## config.mk

```make
export PLATFORM = sky130hd
export DESIGN_NAME = z80_bus_bridge
export DESIGN_NICKNAME = d
export VERILOG_FILES = /design/src/rtl/z80_bus_bridge.sv
export SDC_FILE = /design/constraint.sdc
export NUM_CORES = 1
export LEC_CHECK = 0
export BUFFER_PORTS_ARGS = -buffer_cell sky130_fd_sc_hd__buf_4
export CELL_PAD_IN_SITES_DETAIL_PLACEMENT = 1
export CELL_PAD_IN_SITES_GLOBAL_PLACEMENT = 1
export CORE_AREA = 3 3 81 83
export CTS_CLUSTER_DIAMETER = 200
export DETAILED_ROUTE_END_ITERATION = 10
export DIE_AREA = 0 0 84 86
export PLACE_DENSITY_LB_ADDON = 0.1
export SLEW_MARGIN = 20
export SYNTH_ARGS = -nofsm -noshare
export SYNTH_HDL_FRONTEND = slang
export SYNTH_SLANG_ARGS = --single-unit
```

## constraint.sdc

```tcl
create_clock -name clk -period 4 [get_ports clk]
set_input_delay 0.8 -clock clk [delete_from_list [all_inputs] [get_ports clk]]
set_output_delay 0.8 -clock clk [all_outputs]
set_load 0.02 [all_outputs]
```

## src/rtl/z80_bus_bridge.sv

```systemverilog
// Z80 memory-bus bridge to Port A of the GPU RAM data mux.
// Turns asynchronous Z80 strobes into single-clock read/write commands.
module z80_bus_bridge #(
    parameter int          SYNC_STAGES = 2,
    parameter logic [1:0]  WINDOW_SEL  = 2'b01,
    parameter int          TIMEOUT     = 15
) (
    input  logic        clk,
    input  logic        reset,
    input  logic [21:0] z80_addr,
    input  logic        z80_mreq_n,
    input  logic        z80_rd_n,
    input  logic        z80_wr_n,
    input  logic [7:0]  z80_data_in,
    output logic [7:0]  z80_data_out,
    output logic        z80_data_oe,
    output logic        z80_wait_n,
    output logic        wr_ena,
    output logic        rd_req,
    output logic [19:0] address,
    output logic [7:0]  data_out,
    input  logic        gpu_rd_rdy,
    input  logic [7:0]  gpu_data_in,
    output logic        rd_timeout
);

    typedef enum logic [1:0] {
        IDLE,
        RD_WAIT,
        RD_HOLD,
        WR_HOLD
    } state_t;

    state_t state, state_n;

    logic [SYNC_STAGES-1:0] mreq_q, rd_q, wr_q;
    logic                   mreq_s, rd_s, wr_s;
    logic                   hit, armed;
    logic [7:0]             cnt, cnt_n;

    logic        rd_req_n, wr_ena_n, rd_timeout_n;
    logic        oe_n, wait_n_n;
    logic [7:0]  z_dout_n, data_out_n;
    logic [19:0] address_n;

    // Synchronisers clear to "active" so a reset never arms on stale ones.
    always_ff @(posedge clk) begin
        if (reset) begin
            mreq_q <= '0;
            rd_q   <= '0;
            wr_q   <= '0;
        end else begin
            mreq_q <= {mreq_q[SYNC_STAGES-2:0], z80_mreq_n};
            rd_q   <= {rd_q[SYNC_STAGES-2:0], z80_rd_n};
            wr_q   <= {wr_q[SYNC_STAGES-2:0], z80_wr_n};
        end
    end

    assign mreq_s = mreq_q[SYNC_STAGES-1];
    assign rd_s   = rd_q[SYNC_STAGES-1];
    assign wr_s   = wr_q[SYNC_STAGES-1];
    assign hit    = !mreq_s && (z80_addr[21:20] == WINDOW_SEL);

    always_ff @(posedge clk) begin
        if (reset)
            armed <= 1'b0;
        else if (mreq_s && rd_s && wr_s)
            armed <= 1'b1;
    end

    always_comb begin
        state_n      = state;
        cnt_n        = cnt;
        rd_req_n     = 1'b0;
        wr_ena_n     = 1'b0;
        rd_timeout_n = 1'b0;
        address_n    = address;
        data_out_n   = data_out;
        z_dout_n     = z80_data_out;
        oe_n         = z80_data_oe;
        wait_n_n     = z80_wait_n;
        unique case (state)
            IDLE: begin
                if (armed && hit && !rd_s && wr_s) begin
                    rd_req_n  = 1'b1;
                    address_n = z80_addr[19:0];
                    wait_n_n  = 1'b0;
                    cnt_n     = 8'd0;
                    state_n   = RD_WAIT;
                end else if (armed && hit && !wr_s && rd_s) begin
                    wr_ena_n   = 1'b1;
                    address_n  = z80_addr[19:0];
                    data_out_n = z80_data_in;
                    state_n    = WR_HOLD;
                end
            end
            RD_WAIT: begin
                // Data beats a coincident timeout.
                if (gpu_rd_rdy) begin
                    z_dout_n = gpu_data_in;
                    oe_n     = 1'b1;
                    wait_n_n = 1'b1;
                    state_n  = RD_HOLD;
                end else if (cnt == 8'(TIMEOUT - 1)) begin
                    z_dout_n     = 8'hFF;
                    oe_n         = 1'b1;
                    wait_n_n     = 1'b1;
                    rd_timeout_n = 1'b1;
                    state_n      = RD_HOLD;
                end else begin
                    cnt_n = cnt + 8'd1;
                end
            end
            RD_HOLD: begin
                if (rd_s || mreq_s) begin
                    oe_n    = 1'b0;
                    state_n = IDLE;
                end
            end
            WR_HOLD: begin
                if (wr_s || mreq_s)
                    state_n = IDLE;
            end
            default: state_n = IDLE;
        endcase
    end

    always_ff @(posedge clk) begin
        if (reset) begin
            state        <= IDLE;
            cnt          <= 8'd0;
            rd_req       <= 1'b0;
            wr_ena       <= 1'b0;
            rd_timeout   <= 1'b0;
            address      <= 20'd0;
            data_out     <= 8'd0;
            z80_data_out <= 8'd0;
            z80_data_oe  <= 1'b0;
            z80_wait_n   <= 1'b1;
        end else begin
            state        <= state_n;
            cnt          <= cnt_n;
            rd_req       <= rd_req_n;
            wr_ena       <= wr_ena_n;
            rd_timeout   <= rd_timeout_n;
            address      <= address_n;
            data_out     <= data_out_n;
            z80_data_out <= z_dout_n;
            z80_data_oe  <= oe_n;
            z80_wait_n   <= wait_n_n;
        end
    end

endmodule

```

======== Word-level counts from Yosys, hierarchy flattened ========
Cells that the tools add are included.
storage, ports and cells
  output and inout bits ................... 41
  bits of input ports ..................... 44
  flip-flop bits (word level) ............. 58
operators by class
  muxes and demuxes ....................... 24
  bitwise operators ....................... 3
  equal/unequal tests ..................... 12
  reductions and logical operators ........ 28
  add/sub/neg operators ................... 1
operator list
  kind                   count
  $mux W20               2
  $mux W8                5
  $pmux W8 S2            1
  $mux W2                6
  $ne A2 B2 Y1 const B   5
  $reduce_and A3 Y1      3
  $add A8 B1 Y8 const B  1
  $eq A8 B4 Y1 const B   1
  $logic_and A1 B1 Y1    8
  $pmux W2 S4            1
  $reduce_and A4 Y1      2
  $reduce_bool A2 Y1     4
  $mux W1                7
  $ne A3 B3 Y1 const B   2
  $reduce_or A3 Y1       2
  $eq A2 B1 Y1 const B   2
  $eq A2 B2 Y1 const B   2
  $pmux W1 S2            2
  $reduce_and A2 Y1      2
  $logic_not A1 Y1       3
  $not A1 Y1             3
  $logic_not A2 Y1       1
  $logic_or A1 B1 Y1     2
  $reduce_or A2 Y1       1

======== Longest topological paths before layout ========
  word-level depth ........................ 8
  depth in mapped cells ................... 6
  mapped depth without buffers ............ 6

======== Worst setup path before layout ========
Ideal clock, no wire load.
  path kind ............................... input-to-reg
  from .................................... input gpu_rd_rdy
  to ...................................... register cnt[7]
  data arrival time ....................... 1.946 ns
  data required time ...................... 3.926 ns
  slack ................................... 1.979 ns
  buffers on the path ..................... 1
  stages .................................. 5
  path through ............................ or3b_1 -> buf_2 -> a21o_4 -> or3_1 -> a31oi_1
on the way
  longest elaborated chain between the ends .. 2
ends and longest elaborated chain
  item                                RTL line  text
  start: declaration                  22        input logic gpu_rd_rdy,
  $ne A2 B2 Y1 (no source line)       -
  $reduce_and A4 Y1 (no source line)  -
  end signal: assignment              142       cnt <= cnt_n;
  end: declaration                    39        logic [7:0] cnt, cnt_n;
Every way passes these cells.
A chain may end at the register's enable or synchronous reset.

======== Worst setup path after layout ========
  from .................................... input z80_addr[21]
  to ...................................... register address[15]
on the way
  longest elaborated chain between the ends .. 7
  elaborated cells between the ends (all ways) .. 10
  those cells by class .................... 1 x eq/ne; 1 x mux; 8 x reduce/logical
ends and longest elaborated chain
  item                                                        RTL line  text
  start: declaration                                          10        input logic [21:0] z80_addr,
  $eq A2 B1 Y1 (*)                                            62        assign hit = !mreq_s && (z80_addr[21:20] == WINDOW_SEL);
  $logic_and A1 B1 Y1 (*)                                     62
  $logic_and A1 B1 Y1 (*)                                     84, 90
  $logic_and A1 B1 Y1, on equally long branches (2 in a row)  84, 90
  $reduce_bool A2 Y1 (no source line)                         -
  $reduce_and A2 Y1 (no source line)                          -
  end signal: assignment                                      146       address <= address_n;
  end: declaration                                            20        output logic [19:0] address,
Every way passes the cells marked *; elsewhere a longest branch is shown, timed or not.

==> run summary <==
### Timing
* Max Freq: 0.463 GHz
* Slew Limit Headroom: 51.8%
* setup repair after global routing missed its margin: no
* number of failing setup endpoints in the final timing report: 0
* Layout Skew: 0.00407 ns
* Slew @ Worst Pin: 0.720 ns
* final number of hold-violating endpoints: 0
* total negative setup slack: 0 ns
* share of the cycle needed by the critical path after routing: 54.0%
* min Tclk post-route: 2.16 ns
* post-route worst setup slack: 1.84 ns
* Pins Over Slew Limit: 0

### Critical path
* Crit Path Class: in -> reg
* source of the critical timing path: z80_addr[21]
* required time of the worst setup path: 4.20 ns
* CP Data Arrival Time: 2.36 ns
* element type at the critical path end: flop
* Critical Path Start Type: input port
* largest fanout on the critical path: 12
* startpoint of the most critical register-to-register path: state[0]$_SDFFE_PP0P_

### Routing
* total routed wirelength: 5.72 mm
* post-route ant nets: 0
* DR vias/cell: 4.94
* DR vias: 1,956
* DRC violations left: 0
* DR pass1 iterations: 4
* First DRT Iteration DRCs: 73
* wire per inst: 14.4 um

### Die
* initial core utilization: 37.4%
* DIE WIDTH: 84 um
* FP Rows: 28
* height of the chip: 86 um
* top-level port count: 85
* core footprint: 0.00592 mm^2
* total die area: 0.00722 mm^2

### Clocking
* clock-pin slew of the registers on the worst-case setup and hold paths: 0.06 ns
* Clock Tree Root: sky130_fd_sc_hd__clkbuf_8
* number of sinks driven by the clock tree: 58
* total clock buffers created by CTS: 9
* post-CTS resize count: 0
* # hold bufs at CTS: 0
* clock latency of the later-clocked register in the worst-skew pair: 0.33 ns
* clock tree from TritonCTS: done
* Setup Fix Bufs, Post-CTS: 0
* clock tree buffer depth: 2
* CTS H-tree depth: 3

### Status
* run status: finished clean

### Synth
* number of synthesis warnings: 0
* #FFs+latches synth: 58
* cell area after synthesis: 0.00222 mm^2
* sequential area share after synthesis: 52.4%
* Synthesized Nets: 279
* Syn Area/Cell: 9.51 um^2
* Cell variety after synth: 33
* number of instances in the synthesized netlist: 233

### Finish
* number of nets in the layout: 364
* area taken by multi-input logic gates: 990 um^2
* final cell count without fillers: 396
* most common cell after layout, fill and taps aside: sky130_fd_sc_hd__buf_4
* synthesis-to-finish area growth: 38.1%
* count of antenna diodes in the layout: 0
* commonest non-fill, non-tap cells in the layout: sky130_fd_sc_hd__buf_4 (85), sky130_fd_sc_hd__dfxtp_1 (58), sky130_fd_sc_hd__nor2_1 (53)
* share of cells above drive strength 1: 31.5%
* number of filler cells placed in the layout: 705
* footprint of the flip-flops and latches: 0.00116 mm^2

### Global route
* antenna violations before repair: 0
* largest net degree at the start of global routing: 59
* Global Route Usage Sum: 16.3%
* wire length of the first global-routing pass: 9.38 mm
* number of global-route vias before repair: 1,993
* Congestion Overflow GR: 0

### Pwr
* power density over cell area: 353 mW/mm^2
* Peak supply drop: 0.215 mV
* Seq pwr share: 53.9%
* reported leakage power: 1.49 nW
* Switch Pwr: 0.237 mW
* internal power component: 0.844 mW
* Clk pwr share: 41.6%
* Overall Power: 1.08 mW
* sw frac: 21.9%
* combinational fraction of design power: 4.5%

### Placement
* Final HPWL DP: 4.06 mm
* minimum setup slack after placement: 1.49 ns
* placed cells: 382
* weighted congestion reported at the end of routability-driven placement: 0.775
* Port-buffer cells: 84

### Run
* Max-cap violations: 0

### Worst hold path
* worst hold path startpoint: wr_q[0]$_SDFF_PP0_
* type of the most critical hold path: reg -> reg

-- metal layers --
layer,routed length (um),GRT usage [%],vias to the layer above,share of wire (%)
li1,-,-,973,-
met1,2520,18.6,927,44
met2,2720,26.8,50,47
met3,421,8.36,6,7.4
met4,56,5.26,0,0.98
met5,0,0,-,0
-- final timing paths --
check	end	slack, ns	cells after the start
worst max-delay path	address[15]$_SDFFE_PP0P_	1.84	6
worst min-delay path	wr_q[1]$_SDFF_PP0_	0.43	1
worst max register to register	address[15]$_SDFFE_PP0P_	1.85	5
worst min register to register	wr_q[1]$_SDFF_PP0_	0.43	1
-- cells by family after synthesis --
| logic type | after synthesis | share of synthesized area, % |
|---|---|---|
| muxes | 28 | 12.6 |
| buffers and inverters | 16 | 2.94 |
| DFF | 58 | 52.4 |
| AOI/OAI and AO/OA | 36 | 11.0 |
| and+or+nand+nor | 92 | 19.5 |
| adders and majority gates | 2 | 1.13 |
| xor gates and xnor gates | 1 | 0.395 |
-- through the flow --
stage	hold WS, ns	area, um^2	util [%]
after floorplan	0.414	2220	-
after global placement	0.416	2900	49.0
after detailed placement	0.431	2900	49.0
after CTS	0.444	3060	51.7
after global routing	0.451	3060	51.7
final	0.434	3060	51.7
-- synthesized netlist by cell type --
master                     count  area, um^2
sky130_fd_sc_hd__a21o_4        1        15.0
sky130_fd_sc_hd__inv_1         5        18.8
sky130_fd_sc_hd__and4bb_2      1        12.5
sky130_fd_sc_hd__or2_2         1        6.26
sky130_fd_sc_hd__nand2_1       7        26.3
sky130_fd_sc_hd__nand3b_1      1        7.51
sky130_fd_sc_hd__or3b_1        1        8.76
sky130_fd_sc_hd__a211oi_1      1        7.51
sky130_fd_sc_hd__a21oi_1      12        60.1
sky130_fd_sc_hd__o21ai_0       3        15.0
sky130_fd_sc_hd__mux2i_1      28         280
sky130_fd_sc_hd__nor2b_1       6        37.5
sky130_fd_sc_hd__o31ai_1       1        7.51
sky130_fd_sc_hd__nand4b_1      1        8.76
sky130_fd_sc_hd__buf_2         4        20.0
sky130_fd_sc_hd__ha_1          2        25.0
sky130_fd_sc_hd__dfxtp_1      58        1160
sky130_fd_sc_hd__o21a_1        8        60.1
sky130_fd_sc_hd__nand2b_1      2        12.5
sky130_fd_sc_hd__nor3b_1       1        7.51
sky130_fd_sc_hd__and4_1        1        8.76
sky130_fd_sc_hd__and4b_1       1        10.0
sky130_fd_sc_hd__or3_1         2        12.5
sky130_fd_sc_hd__clkbuf_1      7        26.3
sky130_fd_sc_hd__nor3_1        4        20.0
sky130_fd_sc_hd__xor2_1        1        8.76
sky130_fd_sc_hd__a311oi_1      3        26.3
sky130_fd_sc_hd__nand4_1       2        12.5
sky130_fd_sc_hd__a221o_1       2        20.0
sky130_fd_sc_hd__a31oi_1       5        31.3
sky130_fd_sc_hd__nand3_1       7        35.0
sky130_fd_sc_hd__nor2_1       53         199
sky130_fd_sc_hd__or4_1         1        7.51
-- state kept, by name, summed over array words and instances, names as in the netlist, 2 cells and up --
| signal | flops |
|---|---|
| z80_data_out | 8 |
| mreq_q | 2 |
| data_out | 8 |
| rd_q | 2 |
| wr_q | 2 |
| state | 2 |
| address | 20 |
| cnt | 8 |
-- power groups by stage --
stage               Sequential [mW]  Combinational, mW  Clock (mW)
global placement              0.595             0.0489           0
detailed placement            0.595             0.0494           0
CTS                           0.582             0.0497       0.468
finish                        0.583             0.0489       0.449
global route                  0.583             0.0541       0.497
floorplan                     0.595             0.0143           0
-- layout make-up --
cell class | instances | area share (%)
Clock buffer | 11 | 4.62
Clock inverter | 3 | 0.572
Inverter | 5 | 0.613
Multi-Input combinational cell | 159 | 32.3
Sequential cell | 58 | 37.9
Tap cell | 75 | 3.07
Timing Repair Buffer | 85 | 20.9
-- critical path, stage by stage --
cell and delay [ns]:
sky130_fd_sc_hd__buf_4 0.10, sky130_fd_sc_hd__and4bb_2 0.34, sky130_fd_sc_hd__nand3_1 0.46, sky130_fd_sc_hd__buf_4 0.41, sky130_fd_sc_hd__mux2i_1 0.17, sky130_fd_sc_hd__nor2_1 0.06
Power figures use the tool's default switching activity.
